<file path="config.mk">
export PLATFORM = sky130hd
export DESIGN_NAME = jr_redirect_ctrl_flat
export DESIGN_NICKNAME = d
export VERILOG_FILES = /design/src/rtl/jr_redirect_ctrl_if.sv /design/src/rtl/jr_redirect_ctrl.sv /design/src/flat_wrapper.sv
export SDC_FILE = /design/constraint.sdc
export NUM_CORES = 1
export LEC_CHECK = 0
export CAP_MARGIN = 20
export CORE_MARGIN = 2
export CORE_UTILIZATION = 42
export DETAILED_ROUTE_END_ITERATION = 6
export PLACE_DENSITY = 0.95
export SLEW_MARGIN = 20
export SYNTH_ARGS = -nofsm -noshare
export SYNTH_HDL_FRONTEND = slang
export SYNTH_SLANG_ARGS = --single-unit
</file>
<file path="constraint.sdc">
create_clock -name clk -period 5.93 [get_ports clk]
set_input_delay 1.186 -clock clk [delete_from_list [all_inputs] [get_ports clk]]
set_output_delay 1.186 -clock clk [all_outputs]
set_load 0.01 [all_outputs]
</file>
<file path="src/rtl/jr_redirect_ctrl_if.sv">
// Bundle of signals between the ID-stage JR redirect controller and the
// surrounding pipeline: decode/forwarding inputs and PC-mux/flush outputs.
interface jr_redirect_ctrl_if #(
  parameter int ADDR_WIDTH     = 32,
  parameter int REG_ADDR_WIDTH = 5,
  parameter int CNT_WIDTH      = 16
);
  logic                      id_valid;
  logic                      jr_control;
  logic [REG_ADDR_WIDTH-1:0] rs_addr;
  logic [ADDR_WIDTH-1:0]     rs_data;
  logic                      ex_wr_en;
  logic                      ex_is_load;
  logic [REG_ADDR_WIDTH-1:0] ex_wr_addr;
  logic [ADDR_WIDTH-1:0]     ex_result;
  logic                      mem_wr_en;
  logic [REG_ADDR_WIDTH-1:0] mem_wr_addr;
  logic [ADDR_WIDTH-1:0]     mem_result;
  logic                      stall_if_id;
  logic                      pc_sel;
  logic                      flush_if_id;
  logic [ADDR_WIDTH-1:0]     jr_target;
  logic                      jr_misalign;
  logic [CNT_WIDTH-1:0]      jr_count;

  // Pipeline side: drives decode and forwarding info, consumes redirect.
  modport master (
    output id_valid, jr_control, rs_addr, rs_data,
    output ex_wr_en, ex_is_load, ex_wr_addr, ex_result,
    output mem_wr_en, mem_wr_addr, mem_result,
    input  stall_if_id, pc_sel, flush_if_id, jr_target, jr_misalign, jr_count
  );

  // Controller side.
  modport slave (
    input  id_valid, jr_control, rs_addr, rs_data,
    input  ex_wr_en, ex_is_load, ex_wr_addr, ex_result,
    input  mem_wr_en, mem_wr_addr, mem_result,
    output stall_if_id, pc_sel, flush_if_id, jr_target, jr_misalign, jr_count
  );
endinterface

</file>
<file path="src/rtl/jr_redirect_ctrl.sv">
// Jump-register redirect controller. Resolves the JR target from the
// register file or the EX/MEM forwarding paths, stalls one cycle on a
// load-use hazard against rs, then redirects the PC and squashes IF/ID.
module jr_redirect_ctrl #(
  parameter int ADDR_WIDTH     = 32,
  parameter int REG_ADDR_WIDTH = 5,
  parameter int CNT_WIDTH      = 16
) (
  input  logic               clk,
  input  logic               reset,
  jr_redirect_ctrl_if.slave  jif
);

  localparam logic [1:0] ST_IDLE      = 2'd0;
  localparam logic [1:0] ST_WAIT_LOAD = 2'd1;
  localparam logic [1:0] ST_REDIRECT  = 2'd2;

  localparam logic [ADDR_WIDTH-1:0] ALIGN_MASK = ~{{(ADDR_WIDTH-2){1'b0}}, 2'b11};
  localparam logic [CNT_WIDTH-1:0]  CNT_ONE    = {{(CNT_WIDTH-1){1'b0}}, 1'b1};

  // Instruction fetch is word granular; the low two bits are dropped.
  function automatic logic [ADDR_WIDTH-1:0] word_align(input logic [ADDR_WIDTH-1:0] a);
    word_align = a & ALIGN_MASK;
  endfunction

  // Counter sticks at all ones instead of wrapping.
  function automatic logic [CNT_WIDTH-1:0] sat_inc(input logic [CNT_WIDTH-1:0] c);
    sat_inc = (&c) ? c : c + CNT_ONE;
  endfunction

  logic [1:0]            state_q;
  logic [1:0]            state_d;
  logic                  rs_nz;
  logic                  ex_match;
  logic                  mem_match;
  logic                  hazard;
  logic                  jr_req;
  logic                  capture;
  logic                  stall_c;
  logic [ADDR_WIDTH-1:0] operand;
  logic                  pc_sel_q;
  logic                  flush_q;
  logic                  misalign_q;
  logic [ADDR_WIDTH-1:0] target_q;
  logic [CNT_WIDTH-1:0]  count_q;

  // Forwarding match and operand selection; r0 is never forwarded.
  always_comb begin
    rs_nz     = |jif.rs_addr;
    ex_match  = jif.ex_wr_en  && (jif.ex_wr_addr  == jif.rs_addr) && rs_nz;
    mem_match = jif.mem_wr_en && (jif.mem_wr_addr == jif.rs_addr) && rs_nz;
    hazard    = ex_match && jif.ex_is_load;
    jr_req    = jif.id_valid && jif.jr_control;
    if (ex_match && !jif.ex_is_load) begin
      operand = jif.ex_result;
    end else if (mem_match) begin
      operand = jif.mem_result;
    end else begin
      operand = jif.rs_data;
    end
  end

  // Next-state, stall and capture decisions; the ID instruction is
  // wrong-path during REDIRECT, so requests there are ignored.
  always_comb begin
    state_d = state_q;
    capture = 1'b0;
    stall_c = 1'b0;
    case (state_q)
      ST_IDLE: begin
        if (jr_req) begin
          if (hazard) begin
            stall_c = 1'b1;
            state_d = ST_WAIT_LOAD;
          end else begin
            capture = 1'b1;
            state_d = ST_REDIRECT;
          end
        end
      end
      ST_WAIT_LOAD: begin
        capture = 1'b1;
        state_d = ST_REDIRECT;
      end
      ST_REDIRECT: begin
        state_d = ST_IDLE;
      end
      default: begin
        state_d = ST_IDLE;
      end
    endcase
  end

  // State and registered redirect outputs; the count advances together
  // with the redirect so it is visible alongside pc_sel.
  always_ff @(posedge clk) begin
    if (reset) begin
      state_q    <= ST_IDLE;
      pc_sel_q   <= 1'b0;
      flush_q    <= 1'b0;
      misalign_q <= 1'b0;
      target_q   <= '0;
      count_q    <= '0;
    end else begin
      state_q    <= state_d;
      pc_sel_q   <= capture;
      flush_q    <= capture;
      misalign_q <= capture && (|operand[1:0]);
      if (capture) begin
        target_q <= word_align(operand);
        count_q  <= sat_inc(count_q);
      end
    end
  end

  assign jif.stall_if_id = stall_c;
  assign jif.pc_sel      = pc_sel_q;
  assign jif.flush_if_id = flush_q;
  assign jif.jr_misalign = misalign_q;
  assign jif.jr_target   = target_q;
  assign jif.jr_count    = count_q;

endmodule

</file>
<file path="src/flat_wrapper.sv">
// flat-port wrapper written by rule: the top's interface ports become plain ports
module jr_redirect_ctrl_flat 
#(
  parameter int ADDR_WIDTH     = 32,
  parameter int REG_ADDR_WIDTH = 5,
  parameter int CNT_WIDTH      = 16
)
  (clk, reset, jif_id_valid, jif_jr_control, jif_rs_addr, jif_rs_data, jif_ex_wr_en, jif_ex_is_load, jif_ex_wr_addr, jif_ex_result, jif_mem_wr_en, jif_mem_wr_addr, jif_mem_result, jif_stall_if_id, jif_pc_sel, jif_flush_if_id, jif_jr_target, jif_jr_misalign, jif_jr_count);
  jr_redirect_ctrl_if #(.ADDR_WIDTH(ADDR_WIDTH), .REG_ADDR_WIDTH(REG_ADDR_WIDTH), .CNT_WIDTH(CNT_WIDTH)) jif_i ();
  input  logic clk;
  input  logic reset;
  input wire logic [$bits(jif_i.id_valid)-1:0] jif_id_valid;
  input wire logic [$bits(jif_i.jr_control)-1:0] jif_jr_control;
  input wire logic [$bits(jif_i.rs_addr)-1:0] jif_rs_addr;
  input wire logic [$bits(jif_i.rs_data)-1:0] jif_rs_data;
  input wire logic [$bits(jif_i.ex_wr_en)-1:0] jif_ex_wr_en;
  input wire logic [$bits(jif_i.ex_is_load)-1:0] jif_ex_is_load;
  input wire logic [$bits(jif_i.ex_wr_addr)-1:0] jif_ex_wr_addr;
  input wire logic [$bits(jif_i.ex_result)-1:0] jif_ex_result;
  input wire logic [$bits(jif_i.mem_wr_en)-1:0] jif_mem_wr_en;
  input wire logic [$bits(jif_i.mem_wr_addr)-1:0] jif_mem_wr_addr;
  input wire logic [$bits(jif_i.mem_result)-1:0] jif_mem_result;
  output wire logic [$bits(jif_i.stall_if_id)-1:0] jif_stall_if_id;
  output wire logic [$bits(jif_i.pc_sel)-1:0] jif_pc_sel;
  output wire logic [$bits(jif_i.flush_if_id)-1:0] jif_flush_if_id;
  output wire logic [$bits(jif_i.jr_target)-1:0] jif_jr_target;
  output wire logic [$bits(jif_i.jr_misalign)-1:0] jif_jr_misalign;
  output wire logic [$bits(jif_i.jr_count)-1:0] jif_jr_count;
  assign jif_i.id_valid = jif_id_valid;
  assign jif_i.jr_control = jif_jr_control;
  assign jif_i.rs_addr = jif_rs_addr;
  assign jif_i.rs_data = jif_rs_data;
  assign jif_i.ex_wr_en = jif_ex_wr_en;
  assign jif_i.ex_is_load = jif_ex_is_load;
  assign jif_i.ex_wr_addr = jif_ex_wr_addr;
  assign jif_i.ex_result = jif_ex_result;
  assign jif_i.mem_wr_en = jif_mem_wr_en;
  assign jif_i.mem_wr_addr = jif_mem_wr_addr;
  assign jif_i.mem_result = jif_mem_result;
  assign jif_stall_if_id = jif_i.stall_if_id;
  assign jif_pc_sel = jif_i.pc_sel;
  assign jif_flush_if_id = jif_i.flush_if_id;
  assign jif_jr_target = jif_i.jr_target;
  assign jif_jr_misalign = jif_i.jr_misalign;
  assign jif_jr_count = jif_i.jr_count;
  jr_redirect_ctrl #(.ADDR_WIDTH(ADDR_WIDTH), .REG_ADDR_WIDTH(REG_ADDR_WIDTH), .CNT_WIDTH(CNT_WIDTH)) u_core (.clk(clk), .reset(reset), .jif(jif_i));
endmodule
</file>
======== Yosys cells after proc, flatten, opt, wreduce, memory -nomap -nowiden ========
Index checks and enable logic that the tools add are counted.
storage, ports and cells
  bits in registers ....................... 50
  bits of input ports ..................... 118
cells by class
  add/sub/neg operators ................... 1
  equality and inequality tests ........... 4
  mux-type cells .......................... 11
  bitwise gates (word level) .............. 1
  reduce and logical (&&, ||, !) cells .... 14
operators with widths
  operator                 count
  $mux W32                 2
  $add A16 B1 Y16 const B  1
  $reduce_and A16 Y1       1
  $eq A5 B5 Y1             2
  $logic_and A1 B1 Y1      8
  $mux W1                  5
  $reduce_or A5 Y1         1
  $mux W2                  2
  $pmux W2 S2              1
  $eq A2 B1 Y1 const B     1
  $logic_not A2 Y1         1
  $ne A2 B1 Y1 const B     1
  $pmux W1 S2              1
  $reduce_and A2 Y1        1
  $reduce_or A2 Y1         1
  $logic_not A1 Y1         1
  $not A1 Y1               1

======== Longest topological paths before layout ========
  word-level depth ........................ 8
  gate-level depth with buffers ........... 7
  gate-level depth less buffers ........... 6

======== Worst setup path before layout ========
No wires, ideal clock.
  kind .................................... input-to-output
  start ................................... input jif_rs_addr[4]
  end ..................................... output jif_stall_if_id
  arrival time ............................ 2.218 ns
  data required time ...................... 4.744 ns
  setup slack ............................. 2.526 ns
  stages on the path ...................... 4
  path buffers ............................ 0
  cells stage by stage .................... xor2_1 nor4_2 nand3_1 nor3_1
on the way
  cells in the longest elaborated chain, start to end .. 7
RTL lines
  item                     RTL line                text
  start: declaration       flat_wrapper.sv:14      input wire logic [$bits(jif_i.rs_addr)-1:0] jif_rs_addr;
  $eq A5 B5 Y1             jr_redirect_ctrl.sv:50  ex_match = jif.ex_wr_en && (jif.ex_wr_addr == jif.rs_addr) && rs_nz;
  $logic_and A1 B1 Y1      jr_redirect_ctrl.sv:50
  $logic_and A1 B1 Y1 (*)  jr_redirect_ctrl.sv:50
  $logic_and A1 B1 Y1 (*)  jr_redirect_ctrl.sv:52  hazard = ex_match && jif.ex_is_load;
  $mux W1 (*)              jr_redirect_ctrl.sv:72  if (hazard) begin
  $mux W1 (*)              jr_redirect_ctrl.sv:71  if (jr_req) begin
  $mux W1 (*)              jr_redirect_ctrl.sv:69  case (state_q)
  end: declaration         flat_wrapper.sv:23      output wire logic [$bits(jif_i.stall_if_id)-1:0] jif_stall_if_id;
Every way passes the cells marked *; elsewhere a longest branch is shown, timed or not.

======== Final worst setup path ========
Same ends and word-level chain as after synthesis.

==> run metrics <==
fin area 0.00476 sq mm; leading area contributor after synthesis dfxtp_1; Yosys reg bits 50; WP data required 4.74 ns; final number of hold-violating endpoints 0; status finished clean; Buffers on Ports 167; initial DRC count 110; Synth Area in Compound Gates 0.160; Synth Flop Type dfxtp_1; router iterations before antenna repair 4; chip width 88.2 microns; n_diodes 0; CTS Buffer Depth 2; Cell Rows 30; fin crit share 0.765; final core utilization 0.697; clock-pin slew on the worst setup and hold paths 0.09 ns; Worst Setup End Kind primary output; worst r2r path cells 6; Max VDD drop 117 uV; Final ANT Viol Nets 0; placed insts 553; top cells by area, synth dfxtp_1 34%, mux2i_1 10%, nand4b_1 8.8%; sequential area share after synthesis 0.337; Setup TNS 0 ns; Hold WC Path Type reg -> reg; Sequential Area 0.00100 sq mm; post-CTS setup buffer count 0; synthesized area 0.00297 sq mm; DR WL/cell 15.9 microns; clock skew 0.00591 ns; Yosys cell types 45; CTS Buf Count 5; Leak 1.51 nW; Post-Syn Area per Cell 9.35 sq um; post-cts hold buffer count 0; FF-to-FF End u_core.jif.jr_count[9]; Slew Viols, Final 0; Root Driver clkbuf_8; CTS Sinks 50; post-DP HPWL 6.62 mm; adder-cell area share of the yosys netlist 0.00421; max frequency 0.221 GHz; Routed Wire Length 8.93 mm; yosys warns 0; Syn Inst Count 318; r2r setup slk 3.87 ns; Pwr per Cell Area 156 mW/mm^2; RR Startpoint u_core.jif.jr_count[0]; CP arrival 3.35 ns; Worst Hold Path Cells 1; Worst slew margin 0.442; Final Non-Filler Cells 562; GRT overflow 0; post-synthesis mux area share 0.112; placer congestion estimate 0.849; hold worst-path end u_core.state_q[0]; Via density 5.53; vias in the first global route 2930; simple-gate share of the synthesized area 0.294; Die Ht 88.2 microns; # fillers 540; slew at the pin closest to its max-slew limit 0.837 ns; area occupied by multi-input gates 0.00181 sq mm; I/O Pins 170; initial antenna violation count 0; largest net degree at the start of global routing 63; largest family of logic cells by synthesized area simple AND/OR/NAND/NOR gates; Critical Setup Path Class in -> out; wire length of the first global-routing pass 14.0 mm; Layout Nets 584; RSZ-0062 raised after global routing false; Post-Synth XOR/XNOR Area 0.0294; initial core utilization 0.435; DRC 0; Post-synth EDFFs 0; worst hold start u_core.state_q[1]; Finish-stage setup viols 0; Placed Area 0.00464 sq mm; clock latency on the worst-skew pair 0.29 ns; TritonCTS clock tree yes; layout cells sized above 1 0.0665; Final min period 4.53 ns; area delta synth->final 60.0%; # resized after CTS 0; # Max-Cap Violations 0; via count 3109; GRT Total Usage 0.225; core region area 0.00683 sq mm; Yosys top cell area share 0.337; DIE AREA 0.00777 sq mm; H-tree depth 2; Hold WS 0.472 ns; CP Max Fanout 5; Startpoint Class primary input; ys async rst share 0
worst max path at each step:
stage                               from               to  slack, ns  cells past startpoint
after CTS                 jif_rs_addr[4]  jif_stall_if_id       1.39                      6
final                     jif_rs_addr[4]  jif_stall_if_id       1.40                      6
after detailed placement  jif_rs_addr[4]  jif_stall_if_id       1.41                      6
after floorplan           jif_rs_addr[4]  jif_stall_if_id       2.53                      4
after global placement    jif_rs_addr[4]  jif_stall_if_id       1.43                      6
after global routing      jif_rs_addr[4]  jif_stall_if_id       1.31                      6
flip-flops by register name, indices dropped and copies added, names as in the netlist:
signal,cells
u_core.jif.jr_count,16
u_core.jif.jr_target,30
u_core.jif.jr_misalign,1
u_core.state_q,2
u_core.jif.pc_sel,1
synthesized netlist by cell type (6+ instances only):
cell type   n
dfxtp_1    50
nand3b_1   31
mux2i_1    30
nand4b_1   30
o211ai_1   25
clkbuf_1   18
a21oi_1    14
o31ai_1     9
or4_1       9
nand2_1     8
nor2_1      8
nand3_1     6
report_power, final:
part	total (mW)	internal (mW)	switching, mW
clock	0.206	0.0940	0.112
sequential	0.355	0.348	0.00732
combinational	0.181	0.115	0.0656
critical path, cell delays in order:
cell	delay, ns
clkdlybuf4s50_1	0.49
xor2_1	0.20
nor4_2	0.54
nand3_1	0.17
nor3_1	0.21
clkdlybuf4s50_1	0.56
cell usage in the layout (no fill, tap or decap), drive strengths merged, types with 3 or more instances in the layout:
master	count
clkdlybuf4s50	166
dfxtp	50
nand3b	31
mux2i	30
nand4b	30
o211ai	30
a21oi	14
o31ai	9
or4	9
nand2	9
nor2	8
nand3	6
clkbuf	6
buf	6
nor4	6
xor2	5
xnor2	5
nand4	5
o21ai	4
or3	4
inv	3
nor3	3
nor2b	3
mux2	3
area by class of cell:
type	instances	share of cell area
multi-input cells	233	0.380
repair buffers	172	0.362
flip-flops and latches	50	0.210
well taps	96	0.0252
clock buffers	6	0.0174
clock inverters	2	0.00263
inverters	3	0.00237
layer usage:
metal	track usage	wire length (microns)	share of wire	vias up
met1	0.277	3590	0.40	1481
met5	0	0	0	-
met3	0.0481	500	0.056	10
met4	0.0592	116	0.013	0
met2	0.399	4730	0.53	104
li1	-	-	-	1514
stage by stage:
step | setup slack (ns) | power, mW
2_1_floorplan | 2.53 | 0.429
3_3_place_gp | 1.43 | 0.539
3_5_place_dp | 1.41 | 0.543
4_1_cts | 1.39 | 0.745
5_1_grt | 1.31 | 0.773
6_report | 1.40 | 0.742
logic make-up (layout without fill, tap and decap cells):
group                    after synthesis  count (layout)
other                                  1               2
buffers and inverters                 36             183
flip-flops                            50              50
multiplexers                          33              33
XOR/XNOR                              10              10
AND/OR/NAND/NOR                      123             123
AO/OA/AOI/OAI                         64              64
adder cells (fa/ha/maj)                1               1
(Power assumes the default switching activity.)
